**config.mk**
```make
export PLATFORM = sky130hd
export DESIGN_NAME = decode_issue
export DESIGN_NICKNAME = d
export VERILOG_FILES = /design/src/rtl/leg_pkg.sv /design/src/rtl/decode_issue_sync_fifo.sv /design/src/rtl/decode_issue.sv
export SDC_FILE = /design/constraint.sdc
export NUM_CORES = 1
export LEC_CHECK = 0
export CAP_MARGIN = 20
export CORE_ASPECT_RATIO = 0.9
export CORE_MARGIN = 1.5
export CORE_UTILIZATION = 40
export CTS_CLUSTER_SIZE = 24
export DETAILED_ROUTE_END_ITERATION = 8
export GPL_TIMING_DRIVEN = 0
export MAX_ROUTING_LAYER = met4
export PLACE_DENSITY = 0.76
export SLEW_MARGIN = 10
export SYNTH_ARGS = -nofsm -noshare
export SYNTH_HDL_FRONTEND = slang
export SYNTH_SLANG_ARGS = --single-unit
```
**constraint.sdc**
```tcl
create_clock -name i_clk -period 4.9 [get_ports i_clk]
set_input_delay 0.98 -clock i_clk [delete_from_list [all_inputs] [get_ports i_clk]]
set_output_delay 0.98 -clock i_clk [all_outputs]
set_load 0.01 [all_outputs]
```
**src/rtl/leg_pkg.sv**
```systemverilog
// Shared types for the decode/issue stage: opcode encoding, instruction layout
// and issue-slot state.
package leg_pkg;

  localparam int INSTR_W       = 16;
  localparam int DEPTH_DEFAULT = 2;

  typedef enum logic [3:0] {
    OP_NOP = 4'h0,
    OP_OUT = 4'hB,
    OP_ADD = 4'hD,
    OP_LD  = 4'hF
  } opcode_t;

  typedef struct packed {
    opcode_t    opcode;
    logic [5:0] operand1;
    logic [5:0] operand2;
  } instr_t;

  typedef enum logic {
    SLOT_EMPTY = 1'b0,
    SLOT_FULL  = 1'b1
  } slot_state_t;

  function automatic logic is_legal(opcode_t op);
    case (op)
      OP_NOP, OP_OUT, OP_ADD, OP_LD: is_legal = 1'b1;
      default:                       is_legal = 1'b0;
    endcase
  endfunction

endpackage

```
**src/rtl/decode_issue_sync_fifo.sv**
```systemverilog
// Small synchronous FIFO with flush; head data is presented combinationally
// from the storage array.
module sync_fifo #(
  parameter int WIDTH = 16,
  parameter int DEPTH = 2
) (
  input  logic                   i_clk,
  input  logic                   i_rst,
  input  logic                   push,
  input  logic                   pop,
  input  logic                   flush,
  input  logic [WIDTH-1:0]       din,
  output logic [WIDTH-1:0]       head,
  output logic [$clog2(DEPTH):0] count,
  output logic                   full,
  output logic                   empty
);

  localparam int PW = $clog2(DEPTH);

  logic [WIDTH-1:0] mem [DEPTH];
  logic [PW-1:0]    wr_ptr;
  logic [PW-1:0]    rd_ptr;
  logic             do_push;
  logic             do_pop;

  assign full    = (count == (PW+1)'(DEPTH));
  assign empty   = (count == '0);
  assign head    = mem[rd_ptr];
  assign do_push = push && !full;
  assign do_pop  = pop && !empty;

  always_ff @(posedge i_clk) begin
    if (i_rst || flush) begin
      wr_ptr <= '0;
      rd_ptr <= '0;
      count  <= '0;
    end else begin
      if (do_push) wr_ptr <= wr_ptr + PW'(1);
      if (do_pop)  rd_ptr <= rd_ptr + PW'(1);
      if (do_push && !do_pop)
        count <= count + (PW+1)'(1);
      else if (do_pop && !do_push)
        count <= count - (PW+1)'(1);
    end
  end

  // Storage needs no reset; pointers and count define what is valid.
  always_ff @(posedge i_clk) begin
    if (do_push) mem[wr_ptr] <= din;
  end

endmodule

```
**src/rtl/decode_issue.sv**
```systemverilog
// Decode stage: buffers fetched words, decodes them and presents one
// instruction at a time on a registered issue slot sampled by execute.
//
//   state      | meaning
//   SLOT_EMPTY | slot outputs are a NOP bubble, may load any edge
//   SLOT_FULL  | slot holds a decoded instruction until execute advances
module decode_issue
  import leg_pkg::*;
#(
  parameter int INSTR_WIDTH = INSTR_W,
  parameter int FIFO_DEPTH  = DEPTH_DEFAULT
) (
  input  logic                   i_clk,
  input  logic                   i_rst,
  input  logic [INSTR_WIDTH-1:0] i_instr,
  input  logic                   i_instr_valid,
  output logic                   o_instr_ready,
  input  logic                   i_flush,
  input  logic                   i_stall,
  input  logic                   i_mult_cycle,
  output logic [3:0]             o_opcode,
  output logic [5:0]             o_operand1,
  output logic [5:0]             o_operand2,
  output logic                   o_illegal,
  output logic [15:0]            o_issued
);

  localparam int CW = $clog2(FIFO_DEPTH) + 1;

  slot_state_t            state_q;
  instr_t                 slot_q;
  instr_t                 next_instr;
  logic [INSTR_WIDTH-1:0] head_word;
  logic [INSTR_WIDTH-1:0] load_word;
  logic [CW-1:0]          fifo_count;
  logic                   fifo_full;
  logic                   fifo_empty;
  logic                   advance;
  logic                   can_load;
  logic                   push_req;
  logic                   bypass;
  logic                   fifo_push;
  logic                   fifo_pop;
  logic                   load;
  logic                   load_legal;

  assign advance       = !i_stall && !i_mult_cycle;
  assign can_load      = (state_q == SLOT_EMPTY) || advance;
  assign o_instr_ready = (fifo_count < CW'(FIFO_DEPTH));
  assign push_req      = i_instr_valid && o_instr_ready && !i_flush;

  // Queue head always wins the slot; the incoming word only bypasses when
  // nothing older is waiting, which keeps issue order intact.
  assign fifo_pop   = can_load && !fifo_empty && !i_flush;
  assign bypass     = can_load && fifo_empty && push_req;
  assign fifo_push  = push_req && !bypass && !fifo_full;
  assign load       = fifo_pop || bypass;
  assign load_word  = fifo_empty ? i_instr : head_word;
  assign next_instr = instr_t'(load_word);
  assign load_legal = is_legal(next_instr.opcode);

  sync_fifo #(
    .WIDTH (INSTR_WIDTH),
    .DEPTH (FIFO_DEPTH)
  ) u_fifo (
    .i_clk (i_clk),
    .i_rst (i_rst),
    .push  (fifo_push),
    .pop   (fifo_pop),
    .flush (i_flush),
    .din   (i_instr),
    .head  (head_word),
    .count (fifo_count),
    .full  (fifo_full),
    .empty (fifo_empty)
  );

  always_ff @(posedge i_clk) begin
    if (i_rst) begin
      state_q   <= SLOT_EMPTY;
      slot_q    <= instr_t'('0);
      o_illegal <= 1'b0;
      o_issued  <= '0;
    end else begin
      if (advance && state_q == SLOT_FULL && slot_q.opcode != OP_NOP)
        o_issued <= o_issued + 16'd1;

      if (i_flush) begin
        state_q   <= SLOT_EMPTY;
        slot_q    <= instr_t'('0);
        o_illegal <= 1'b0;
      end else if (load) begin
        state_q   <= SLOT_FULL;
        slot_q    <= load_legal ? next_instr : instr_t'('0);
        o_illegal <= !load_legal;
      end else begin
        o_illegal <= 1'b0;
        if (advance) begin
          state_q <= SLOT_EMPTY;
          slot_q  <= instr_t'('0);
        end
      end
    end
  end

  assign o_opcode   = slot_q.opcode;
  assign o_operand1 = slot_q.operand1;
  assign o_operand2 = slot_q.operand2;

endmodule

```
# Word level (Yosys, flattened, before mapping)
# Memory sizes are Yosys's and may differ from the RTL's. A register that Yosys moved wholly into a read port is not among the register bits.
# Cells that the tools add are included.
# word_totals
regBits	38
mem_bits_rw	32
in_bits	22
wordCells	70
n_memories	1
# op_classes
n_addsub	5
magnitude_cmp	1
n_eq_ne	4
mux	13
bitwise_logic	2
reduce_logical	35
# mem_list
memory	words	width	read_ports	rd_clocked_by_memory_dff	write_ports	line_no	rtl
u_fifo.mem	2	16	1	1	1	decode_issue_sync_fifo.sv:21	logic [WIDTH-1:0] mem [DEPTH];
# ops
cell	count
16-bit two-way mux	4
16-bit by 1-bit adder with 16-bit output (second input constant)	1
1-bit logical AND	15
4-bit == test (second input constant)	3
1-bit logical NOT	9
1-bit two-way mux	7
4-bit logical NOT	1
2-bit two-way mux	2
2-bit nonzero test	2
4-bit nonzero test	1
4-bit OR reduction	1
1-bit logical OR	3
3-bit OR reduction	1
1-bit adder (second input constant)	2
2-bit by 1-bit adder with 2-bit output (second input constant)	1
2-bit == test (second input constant)	1
2-bit logical NOT	1
2-bit less-than comparator (second input constant)	1
1-bit NOT	2
2-bit OR reduction	1
2-bit by 1-bit subtractor with 2-bit output (second input constant)	1

# Depth between registers and ports, before layout
# logic_depth
ltp_word	13
ltp_mapped	8
mapped_depth_nobuf	7

# Modules after synthesis
# Synthesis repeated with hierarchy kept, for this count alone.
# hier_totals
cells_unflattened	241
hier_area_um2	2946.6
# modules_own_cells
module	n_inst	cells_each	area_each_um2	seq_area_each_um2
decode_issue	1	164	1561.5	680.7
sync_fifo	1	77	1385.1	1061.0

# Least setup slack after synthesis
# OpenSTA, ideal clock, no wires.
# synth_path
kind	input port to flip-flop
start	input port i_mult_cycle
end	register u_fifo.count[1]
setup_ns	0.071
arrival_ns	2.364
path_slack_ns	2.466
cell_stages	5
n_path_buf	0
cell_sequence	o21a_1 > or3_1 > ha_1 > or3_1 > a21oi_1
# synth_via
elab_chain_cells	12
word_cells_on_any_way	18
classes_between	1 x mux; 17 x reduce/logical
# synth_lines
item	line_no	rtl
start: declaration	decode_issue.sv:20	input logic i_mult_cycle,
1-bit logical NOT (*)	decode_issue.sv:47	assign advance = !i_stall && !i_mult_cycle;
1-bit logical AND (*)	decode_issue.sv:47	
1-bit logical OR (*)	decode_issue.sv:48	assign can_load = (state_q == SLOT_EMPTY) || advance;
1-bit logical AND (2 in a row)	decode_issue.sv:55	assign bypass = can_load && fifo_empty && push_req;
1-bit logical NOT	decode_issue.sv:56	assign fifo_push = push_req && !bypass && !fifo_full;
1-bit logical AND (2 in a row)	decode_issue.sv:56	
1-bit logical AND	decode_issue_sync_fifo.sv:30	assign do_push = push && !full;
1-bit logical NOT	decode_issue_sync_fifo.sv:43	else if (do_pop && !do_push)
1-bit logical AND	decode_issue_sync_fifo.sv:43	
2-bit nonzero test (no line)	-	
end signal: assignment	decode_issue_sync_fifo.sv:42	count <= count + (PW+1)'(1);
end signal: assignment	decode_issue_sync_fifo.sv:44	count <= count - (PW+1)'(1);
end: declaration	decode_issue_sync_fifo.sv:14	output logic [$clog2(DEPTH):0] count,
# Every way passes the cells marked *; elsewhere a longest branch is shown, timed or not.
# A chain may end at the register's enable or synchronous reset.

# Final worst setup path
# layout_path
start	input port i_mult_cycle
end	register u_fifo.count[1]
# layout_via
elab_chain_cells	12
word_cells_on_any_way	18
classes_between	1 x mux; 17 x reduce/logical
# layout_lines
item	line_no	rtl
1-bit logical NOT (*)	decode_issue.sv:47	
1-bit logical AND (*)	decode_issue.sv:47	
1-bit logical OR (*)	decode_issue.sv:48	
1-bit logical AND (*) (2 in a row)	decode_issue.sv:55	
1-bit logical NOT (*)	decode_issue.sv:56	
1-bit logical AND (*) (2 in a row)	decode_issue.sv:56	
1-bit logical AND (*)	decode_issue_sync_fifo.sv:30	
via u_fifo.do_push	decode_issue_sync_fifo.sv:24	logic do_push;
1-bit logical NOT	decode_issue_sync_fifo.sv:43	
1-bit logical AND	decode_issue_sync_fifo.sv:43	
2-bit nonzero test (no line)	-	
# Mark *: on every way through the listed nets, which the timed path passes. The rest lies on a longest branch.

==> metrics.yaml <==
grt_pass1_vias: 2129
holdWs_ns: 0.454
p_leak_nw: 1.27
post_drt_wl_per_cell_um: 14.0
cts_resized: 0
synthArstFlopShare_pct: 0
fmax_ghz: 0.361
syn_inst: 271
worst_slew_pin_slew_ns: 0.875
drt_wl_total_mm: 6.08
ir_worst_vdd_v: 0.000144
post_cts_buffers: 0
fp.dieH_um: 84.3
startpoint_type: "primary input"
drt_pass1_iterations: 4
synth_area_leaders: "edfxtp_1, dfxtp_1, mux2i_1"
synth_top_area_cell: "edfxtp_1"
grt_max_degree: 17
hold_buffers: 0
avgViaCountPerCell: 4.94
fin_skew_ns: 0.00727
ys.flop_type: "dfxtp_1"
core-area_um2: 7080
die_x_um: 93.3
io_pins: 56
grt.total_usage_pct: 16.9
reg2reg_to: "u_fifo.count[1]"
area_growth_pct: 30.0
yosysSeqAreaShare_pct: 59.3
layout-drive-gt1-share_pct: 12.3
synth.most_common_cell: "dfxtp_1"
cts_buffers: 9
hold-path-endpoint: "o_operand1[3]"
initial_core_util_pct: 41.5
setup_slack_ns: 2.13
cts_root_buf: "clkbuf_8"
setup_viol: 0
clkSlewWorstSetupHoldPaths_ns: 0.07
dpl_cell_area_um2: 3600
rsz0062_at_grt: "false"
grt_pass1_wl_mm: 9.98
antenna_found_initial: 0
crit_slowest_cell: "clkdlybuf4s50_1"
status: "finished, final reports clean"
endpoint_kind: "register"
synth_common_cells: "dfxtp_1, nor2_1, edfxtp_1, nand2_1, a21oi_1"
detail-route-antenna-nets: 0
crit_chain: "clkdlybuf4s50_1 -> o21a_1 -> o211ai_1 -> inv_1 -> ha_1 -> or3_1 -> a21oi_1"
pwr_density_cell_nw_per_um2: 315
fin_tns_setup_ns: 0
final_nets: 360
hp-start: "o_operand1[3]"
cts_max_level: 3
insertion_delay_ns: 0.34
r2r_cells: 6
yosysWarnings: 0
hp-class: "register to register"
drv_slew: 0
synth.top_cell.area_share_pct: 32.7
cts_buffer_depth: 2
gr-total-overflow: 0
place_hpwl_mm: 4.16
synth_seq_cells: 71
timing.final.hold_violations: 0
cts_sinks: 71
r2r_slack_ns: 2.96
relSlewSlack_pct: 41.6
synth_edf_count: 32
yosys.cell_types.count: 35
max-cap-violations: 0
rows: 29
drc: 0
path_max_fanout: 4
dr_total_vias: 2142
required_ns: 5.17
dieArea_um2: 7870
arrival_ns: 3.04
stdcell_area_um2: 3820
portBuffers: 54
hold_depth: 2
cp_slowest_stage_delay_ns: 0.46
total_power_mw: 1.20
finalCriticalPeriod_ns: 2.77
synthesis.area_um2: 2940
diodes: 0
worstReg2RegStart: "u_fifo.count[1]"
cts_tree: "yes"
globalplace.congestion: 0.776
fin_crit_sh_pct: 56.6
critPathKind: "primary input to register"
pre_cts_ws_ns: 1.79
syn_nets: 295
drtIter0Drc: 115
syn_area_per_cell_um2: 10.8
power breakdown:
part	internal, mW	leakage [nW]	switching [mW]
combinational	0.0300	0.552	0.0343
clock	0.288	0.114	0.228
sequential	0.622	0.603	0.00166
total	0.940	1.27	0.264
final cells by class:
class	instances	area, um2
fillers	631	3260
clock inverters	7	96.3
multi-input cells	182	1110
repair buffers	54	541
inverters	6	22.5
clock buffers	9	124
plain buffers	12	71.3
flip-flops and latches	71	1740
well taps	93	116
state kept, by name, indices dropped and copies added, names as in the netlist, named ones only:
register	flops
o_operand2	6
state_q	1
o_operand1	6
o_illegal	1
u_fifo.rd_ptr	1
u_fifo.mem	32
u_fifo.wr_ptr	1
o_issued	16
o_opcode	4
u_fifo.count	2
cell usage in the layout, fill, tap and decap left out, types with 3 or more instances in the layout:
cell type	Yosys	final
a21oi_1	23	23
buf_2	3	3
clkdlybuf4s50_1	0	54
buf_6	3	3
nand3_1	5	5
clkbuf_1	6	6
dfxtp_1	39	39
or3_1	6	6
edfxtp_1	32	32
nand2_1	26	26
nor3_1	13	13
mux2i_1	14	14
xnor2_1	12	12
nor2_1	37	35
o21ai_0	6	6
o21ai_2	11	11
inv_1	6	6
xor2_1	5	5
clkbuf_8	0	9
routing by layer:
| metal | part of all wire, % | up-vias | track usage [%] |
|---|---|---|---|
| li1 | - | 1082 | - |
| met1 | 49 | 992 | 22.8 |
| met2 | 44 | 59 | 24.3 |
| met3 | 5.6 | 9 | 3.99 |
| met4 | 1.2 | 0 | 7.02 |
| met5 | 0 | - | - |
critical path: cells and delay by family:
kind,cells,cell delay [ns]
AND/OR/NAND/NOR,1,0.38
buffers and inverters,2,0.55
AO/OA/AOI/OAI,3,0.81
adder cells (fa/ha/maj),1,0.32
stage by stage:
stage	utilization, %	std cells
after CTS	54.0	434
final	54.0	434
after global routing	54.0	434
after global placement	50.8	418
after floorplan	-	271
after detailed placement	50.9	418
kinds of logic (layout without fill, tap and decap cells):
group                      count (synthesis)  count (layout)  synth area share (%)
and+or+nand+nor                           99              99                  15.2
muxes                                     18              18                  6.48
buffers and inverters                     18              88                  3.20
AOI/OAI and AO/OA                         46              46                  9.89
adders and majority gates                  2               2                 0.852
xor gates and xnor gates                  17              17                  5.07
DFF                                       71              71                  59.3
how the worst max path moves through the flow:
| stage | slack (ns) | start | endpoint |
|---|---|---|---|
| final | 2.13 | i_mult_cycle | u_fifo.count[1] |
| after global routing | 1.92 | i_mult_cycle | u_fifo.count[1] |
| after CTS | 2.13 | i_mult_cycle | u_fifo.count[1] |
| after detailed placement | 1.79 | i_mult_cycle | u_fifo.count[1] |
| after global placement | 1.52 | i_mult_cycle | u_fifo.mem[1][3] |
| after floorplan | 2.47 | i_mult_cycle | u_fifo.count[1] |
Note: power is estimated with default switching activity, not from simulation.
